===== config.mk =====
export PLATFORM = sky130hd
export DESIGN_NAME = booth_seq_mult
export DESIGN_NICKNAME = d
export VERILOG_FILES = /design/src/rtl/booth_pkg.sv /design/src/rtl/booth_pp_gen.sv /design/src/rtl/booth_seq_mult.sv
export SDC_FILE = /design/constraint.sdc
export NUM_CORES = 1
export LEC_CHECK = 0
export BUFFER_PORTS_ARGS = -buffer_cell sky130_fd_sc_hd__buf_2
export CAP_MARGIN = 25
export CORE_MARGIN = 10
export CORE_UTILIZATION = 55
export DETAILED_ROUTE_END_ITERATION = 10
export GPL_TIMING_DRIVEN = 0
export PLACE_DENSITY = 0.77
export SYNTH_ARGS = -nofsm -noshare
export SYNTH_HDL_FRONTEND = slang
export SYNTH_SLANG_ARGS = --single-unit

===== constraint.sdc =====
create_clock -name clk -period 9.3 [get_ports clk]
set_clock_uncertainty 0.15 [all_clocks]
set_input_delay 1.86 -clock clk [delete_from_list [all_inputs] [get_ports clk]]
set_output_delay 1.86 -clock clk [all_outputs]
set_load 0.01 [all_outputs]

===== src/rtl/booth_pkg.sv =====
// Shared types and widths for the radix-4 Booth sequential multiplier.
//   OP_W    operand width
//   PROD_W  product / accumulator width
//   DIGITS  number of radix-4 Booth digits processed (one per CALC cycle)
package booth_pkg;

    localparam int unsigned OP_W   = 4;
    localparam int unsigned PROD_W = 8;
    localparam int unsigned DIGITS = 2;
    localparam int unsigned PP_W   = OP_W + 1;
    localparam int unsigned TRIP_W = 3;

    typedef enum logic [1:0] {
        IDLE = 2'd0,
        CALC = 2'd1,
        DONE = 2'd2
    } state_e;

    // Recoder output: one's-complemented partial product plus the +1 correction bit.
    typedef struct packed {
        logic [PP_W-1:0] pp;
        logic            neg;
    } pp_word_t;

    // Sign-extend a partial product to the accumulator width.
    function automatic logic [PROD_W-1:0] sext_pp(input logic [PP_W-1:0] pp);
        return {{(PROD_W - PP_W){pp[PP_W-1]}}, pp};
    endfunction

endpackage


===== src/rtl/booth_pp_gen.sv =====
// Combinational radix-4 Booth recoder: turns one multiplier triplet and the
// multiplicand into a 5-bit partial-product word plus its negate bit.
//   a     in   OP_W   multiplicand
//   t     in   3      Booth triplet {t2,t1,t0}
//   pp_c  out  struct partial product (one's complement when negative) and neg
module booth_pp_gen
    import booth_pkg::*;
(
    input  logic [OP_W-1:0]   a,
    input  logic [TRIP_W-1:0] t,
    output pp_word_t          pp_c
);

    logic s;
    logic dbl;
    logic neg;

    // Digit magnitude select: s picks 1*a, dbl picks 2*a, neither gives 0.
    always_comb begin
        s   = t[0] ^ t[1];
        dbl = ~(t[0] ^ t[1]) & (t[1] ^ t[2]);
        neg = t[2];

        pp_c.neg   = neg;
        pp_c.pp[0] = (a[0] & s) ^ neg;
        for (int i = 1; i < int'(OP_W); i++) begin
            pp_c.pp[i] = ((a[i] & s) | (a[i-1] & dbl)) ^ neg;
        end
        pp_c.pp[OP_W] = (a[OP_W-1] & (s | dbl)) ^ neg;
    end

endmodule


===== src/rtl/booth_seq_mult.sv =====
// Sequential radix-4 Booth multiplier, 4x4 signed -> 8-bit signed, one Booth
// digit per cycle with valid/ready handshakes on both sides.
//   clk, rst              clock, synchronous active-high reset
//   in_valid / in_ready   operand handshake (a, b signed 4-bit)
//   out_valid / out_ready product handshake (product signed 8-bit)
//   busy                  high whenever not idle
module booth_seq_mult
    import booth_pkg::*;
(
    input  logic              clk,
    input  logic              rst,
    input  logic              in_valid,
    output logic              in_ready,
    input  logic [OP_W-1:0]   a,
    input  logic [OP_W-1:0]   b,
    output logic              out_valid,
    input  logic              out_ready,
    output logic [PROD_W-1:0] product,
    output logic              busy
);

    localparam logic [1:0] S_IDLE = 2'(IDLE);
    localparam logic [1:0] S_CALC = 2'(CALC);
    localparam logic [1:0] S_DONE = 2'(DONE);

    localparam int unsigned K_W    = $clog2(DIGITS);
    localparam logic [K_W-1:0] LAST_K = K_W'(DIGITS - 1);

    logic [1:0]        state;
    logic [1:0]        state_nx;
    logic [OP_W-1:0]   a_q;
    logic [OP_W-1:0]   b_q;
    logic [PROD_W-1:0] acc;
    logic [K_W-1:0]    k;

    logic [OP_W:0]       b_ext_c;
    logic [K_W:0]        shamt_c;
    logic [TRIP_W-1:0]   trip_c;
    pp_word_t            ppw_c;
    logic [PROD_W-1:0]   term_c;
    logic [PROD_W-1:0]   acc_sum_c;

    // Next-state logic.
    always_comb begin
        state_nx = state;
        case (state)
            S_IDLE:  if (in_valid)     state_nx = S_CALC;
            S_CALC:  if (k == LAST_K)  state_nx = S_DONE;
            S_DONE:  if (out_ready)    state_nx = S_IDLE;
            default:                   state_nx = S_IDLE;
        endcase
    end

    // State register with status flags registered from the next state.
    always_ff @(posedge clk) begin
        if (rst) begin
            state     <= S_IDLE;
            in_ready  <= 1'b1;
            out_valid <= 1'b0;
            busy      <= 1'b0;
        end else begin
            state     <= state_nx;
            in_ready  <= (state_nx == S_IDLE);
            out_valid <= (state_nx == S_DONE);
            busy      <= (state_nx != S_IDLE);
        end
    end

    // Triplet k is b_ext[2k+2:2k] where b_ext = {b, 0}; shift weight is 4^k.
    always_comb begin
        b_ext_c   = {b_q, 1'b0};
        shamt_c   = {k, 1'b0};
        trip_c    = b_ext_c[shamt_c +: TRIP_W];
        term_c    = (sext_pp(ppw_c.pp) << shamt_c) + (PROD_W'(ppw_c.neg) << shamt_c);
        acc_sum_c = acc + term_c;
    end

    booth_pp_gen u_pp_gen (
        .a    (a_q),
        .t    (trip_c),
        .pp_c (ppw_c)
    );

    // Operand capture, accumulation and product load.
    always_ff @(posedge clk) begin
        if (rst) begin
            a_q     <= '0;
            b_q     <= '0;
            acc     <= '0;
            k       <= '0;
            product <= '0;
        end else begin
            case (state)
                S_IDLE: begin
                    if (in_valid) begin
                        a_q <= a;
                        b_q <= b;
                        acc <= '0;
                        k   <= '0;
                    end
                end
                S_CALC: begin
                    acc <= acc_sum_c;
                    k   <= k + K_W'(1);
                    if (k == LAST_K) product <= acc_sum_c;
                end
                default: ;
            endcase
        end
    end

endmodule

==> results.py <==
metrics = {
    "sta": {
        "min_period_over_period": 0.435,
        "slew_violations": 0,
        "final_hold_viol_count": 0,
        "rsz0062_at_grt": "false",
        "timing.slew.headroom": 0.466,
        "period_minus_slack_ps": 4040,
        "tightest_slew_ps": 800,
        "fmax_ghz": 0.247,
        "final-setup-viol-count": 0,
        "setup-tns-final_ps": 0,
    },
    "logic_synthesis": {
        "synthFlopType": "dfxtp_1",
        "synth_edf_count": 0,
        "synth.avg_cell_area_um2": 8.93,
        "yosysSeqAreaShare": 0.363,
        "syn_area_um2": 1650,
        "ys_types": 39,
        "postSynthCellCount": 185,
        "synth_fp_nets": 211,
        "synth_warnings": 0,
        "ys_ff_latch": 30,
        "async_flop_share": 0,
    },
    "die": {
        "dieArea_um2": 5600,
        "start_util": 0.589,
        "num_rows": 19,
        "ios": 23,
        "die_y_um": 74.8,
        "die_w_um": 74.8,
        "core_area_um2": 2810,
    },
    "cts": {
        "insertion_delay_ps": 340,
        "cts.clk_slew.worst_paths_ps": 110,
        "cts_resized": 0,
        "cts_buffer_depth": 2,
        "cts_hold_buf": 0,
        "cts_setup_buffers": 0,
        "root_buffer": "clkbuf_4",
        "cts_buffers": 5,
        "cts_tree": "built",
        "cts_max_level": 2,
        "cts.sinks": 30,
    },
    "pwr": {
        "ir_drop_mv": 0.108,
        "switchingPower_mw": 0.0919,
        "pwr-share-clk": 0.290,
        "leakage_nw": 0.853,
        "p_per_area_nw_per_um2": 157,
        "power_frac_comb": 0.230,
        "power.internal_mw": 0.201,
        "seqPwrFrac": 0.480,
        "sw_frac_of_total": 0.314,
    },
    "worst_hold_path": {
        "whs_path_depth": 2,
        "hold_class": "reg2reg",
    },
    "setup_path": {
        "crit_family": "compound AO/OA/AOI/OAI gates",
        "path_depth": 15,
        "critPathCaptureType": "flip-flop",
        "ff2ff_path_depth": 15,
        "crit_buf_inv": 1,
        "arrival_ps": 4120,
        "start_kind": "flip-flop",
        "crit_required_ps": 9380,
        "worstPathCellList": "buf_6, or3b_1, o21ai_0, a22o_2, a22oi_1, o22ai_1, a21oi_1, fa_1, fa_1, a211oi_1, o21bai_1, a21oi_1, xnor3_1, a22oi_2, nor2_1",
        "cp_slowest_stage_delay_ps": 500,
        "worstPathMaxFanout": 10,
        "crit_slowest_cell": "fa_1",
        "rrSetupSlack_ps": 5260,
        "critical_path_class": "reg2reg",
    },
    "place": {
        "dp_hpwl_um": 2840,
        "place_area_um2": 1800,
        "place_congestion": 0.860,
        "numPortBuffers": 22,
    },
    "finish": {
        "finalNetCount": 240,
        "drive_above_1_share": 0.191,
        "antennaDiodeCount": 0,
        "syn_to_final_growth_pct": 12.9,
        "fin_area_um2": 1870,
    },
    "routing": {
        "drt_iter0_markers": 75,
        "drcViolationCount": 0,
        "drtAntennaViolNets": 0,
        "drt_wl_total_um": 3610,
        "firstDrtPassIters": 4,
        "wl_per_cell_um": 14.7,
        "via_count": 1375,
        "via_per_inst": 5.59,
    },
    "global_routing": {
        "grt_start_max_net_pins": 11,
        "grt_pass1_vias": 1413,
        "grtUsageTotal": 0.143,
        "grt_pass1_wl_um": 6150,
        "antenna_found_initial": 0,
        "grt.overflow.total": 0,
    },
    "job": {
        "max_cap_violations": 0,
    },
    "run_status": {
        "status": "finished, final reports clean",
    },
}
==> worst paths after layout <==
kind	from	to
max reg2reg	b_q[1]	acc[7]
min	product[4]	product[4]
min reg2reg	product[4]	product[4]
max	b_q[1]	acc[7]
==> routing by layer <==
metal / share of wire / track usage / up-vias
met1: 0.42 / 0.150 / 631
met5: 0 / 0 / -
met3: 0.054 / 0.0512 / 11
met2: 0.50 / 0.243 / 34
li1: - / - / 699
met4: 0.025 / 0.0840 / 0
==> registers in the layout, indices dropped and copies added (netlist names) <==
signal / cells
acc: 8
product: 8
a_q: 4
b_q: 4
state: 2
busy: 1
in_ready: 1
k: 1
out_valid: 1
==> cell usage in the layout, fill, tap and decap left out, drive strengths merged, types with 6 or more instances in the layout <==
cell,n
a21oi,19
a22oi,8
buf,28
clkbuf,10
dfxtp,30
ha,11
inv,6
mux2i,9
nand2,15
nor2,28
o21ai,6
xor2,8
==> worst register-to-register path, stage by stage, from the launching register on <==
cell	delay, ps
dfxtp_1	390
buf_6	170
or3b_1	110
o21ai_0	70
a22o_2	230
a22oi_1	350
o22ai_1	140
a21oi_1	200
fa_1	500
fa_1	500
a211oi_1	340
o21bai_1	130
a21oi_1	200
xnor3_1	270
a22oi_2	130
nor2_1	60
==> power by group through the flow <==
| stage | Combinational, mW | Clock, mW | Sequential, mW |
|---|---|---|---|
| finish | 0.0674 | 0.0848 | 0.140 |
| global placement | 0.0645 | 0 | 0.143 |
| CTS | 0.0674 | 0.0857 | 0.140 |
| floorplan | 0.0502 | 0 | 0.143 |
| detailed placement | 0.0673 | 0 | 0.143 |
| global route | 0.0764 | 0.0938 | 0.141 |
==> layout make-up <==
type                       instances  area [um^2]
multi-input combinational        139          980
fill                             253          940
sequential                        30          601
timing repair buffer              22          110
clock buffer                       6         51.3
buffer                            10         50.0
tap                               31         38.8
inverter                           6         22.5
clock inverter                     2         12.5
==> synth_stat cells (2+ instances only) <==
cell type / number / area share
nand3b_1: 2 / 0.0091
clkbuf_1: 4 / 0.0091
nand2_1: 14 / 0.032
o21a_1: 2 / 0.0091
a22oi_1: 7 / 0.032
dfxtp_1: 30 / 0.36
a21oi_1: 18 / 0.055
nand2b_1: 2 / 0.0076
inv_1: 6 / 0.014
ha_1: 11 / 0.083
mux2i_1: 9 / 0.055
xnor2_1: 3 / 0.016
o21ai_0: 6 / 0.018
o21bai_1: 3 / 0.014
buf_2: 4 / 0.012
nor2b_1: 2 / 0.0076
o31ai_1: 2 / 0.0091
xor2_1: 8 / 0.042
fa_1: 3 / 0.036
a211oi_1: 3 / 0.014
nor2_1: 28 / 0.064
==> cell families (layout without fill, tap and decap cells) <==
logic type                 after synthesis  count (layout)  share of synthesized area
xor gates and xnor gates                12              12                     0.0719
AOI/OAI and AO/OA                       48              48                      0.187
DFF                                     30              30                      0.363
adders and majority gates               14              14                      0.120
muxes                                    9               9                     0.0545
and+or+nand+nor                         56              56                      0.160
buffers and inverters                   16              46                     0.0439
==> through the flow <==
stage / utilization / power, mW / hold WS (ps) / std cells / worst slack (ps)
2_1_floorplan: - / 0.193 / 304 / 185 / 5670
3_3_place_gp: 0.642 / 0.207 / 289 / 238 / 5400
3_5_place_dp: 0.642 / 0.211 / 295 / 238 / 5310
4_1_cts: 0.665 / 0.293 / 309 / 246 / 5270
5_1_grt: 0.665 / 0.312 / 325 / 246 / 4980
6_report: 0.665 / 0.293 / 306 / 246 / 5260
No activity file was read; power rests on OpenSTA's default activity.
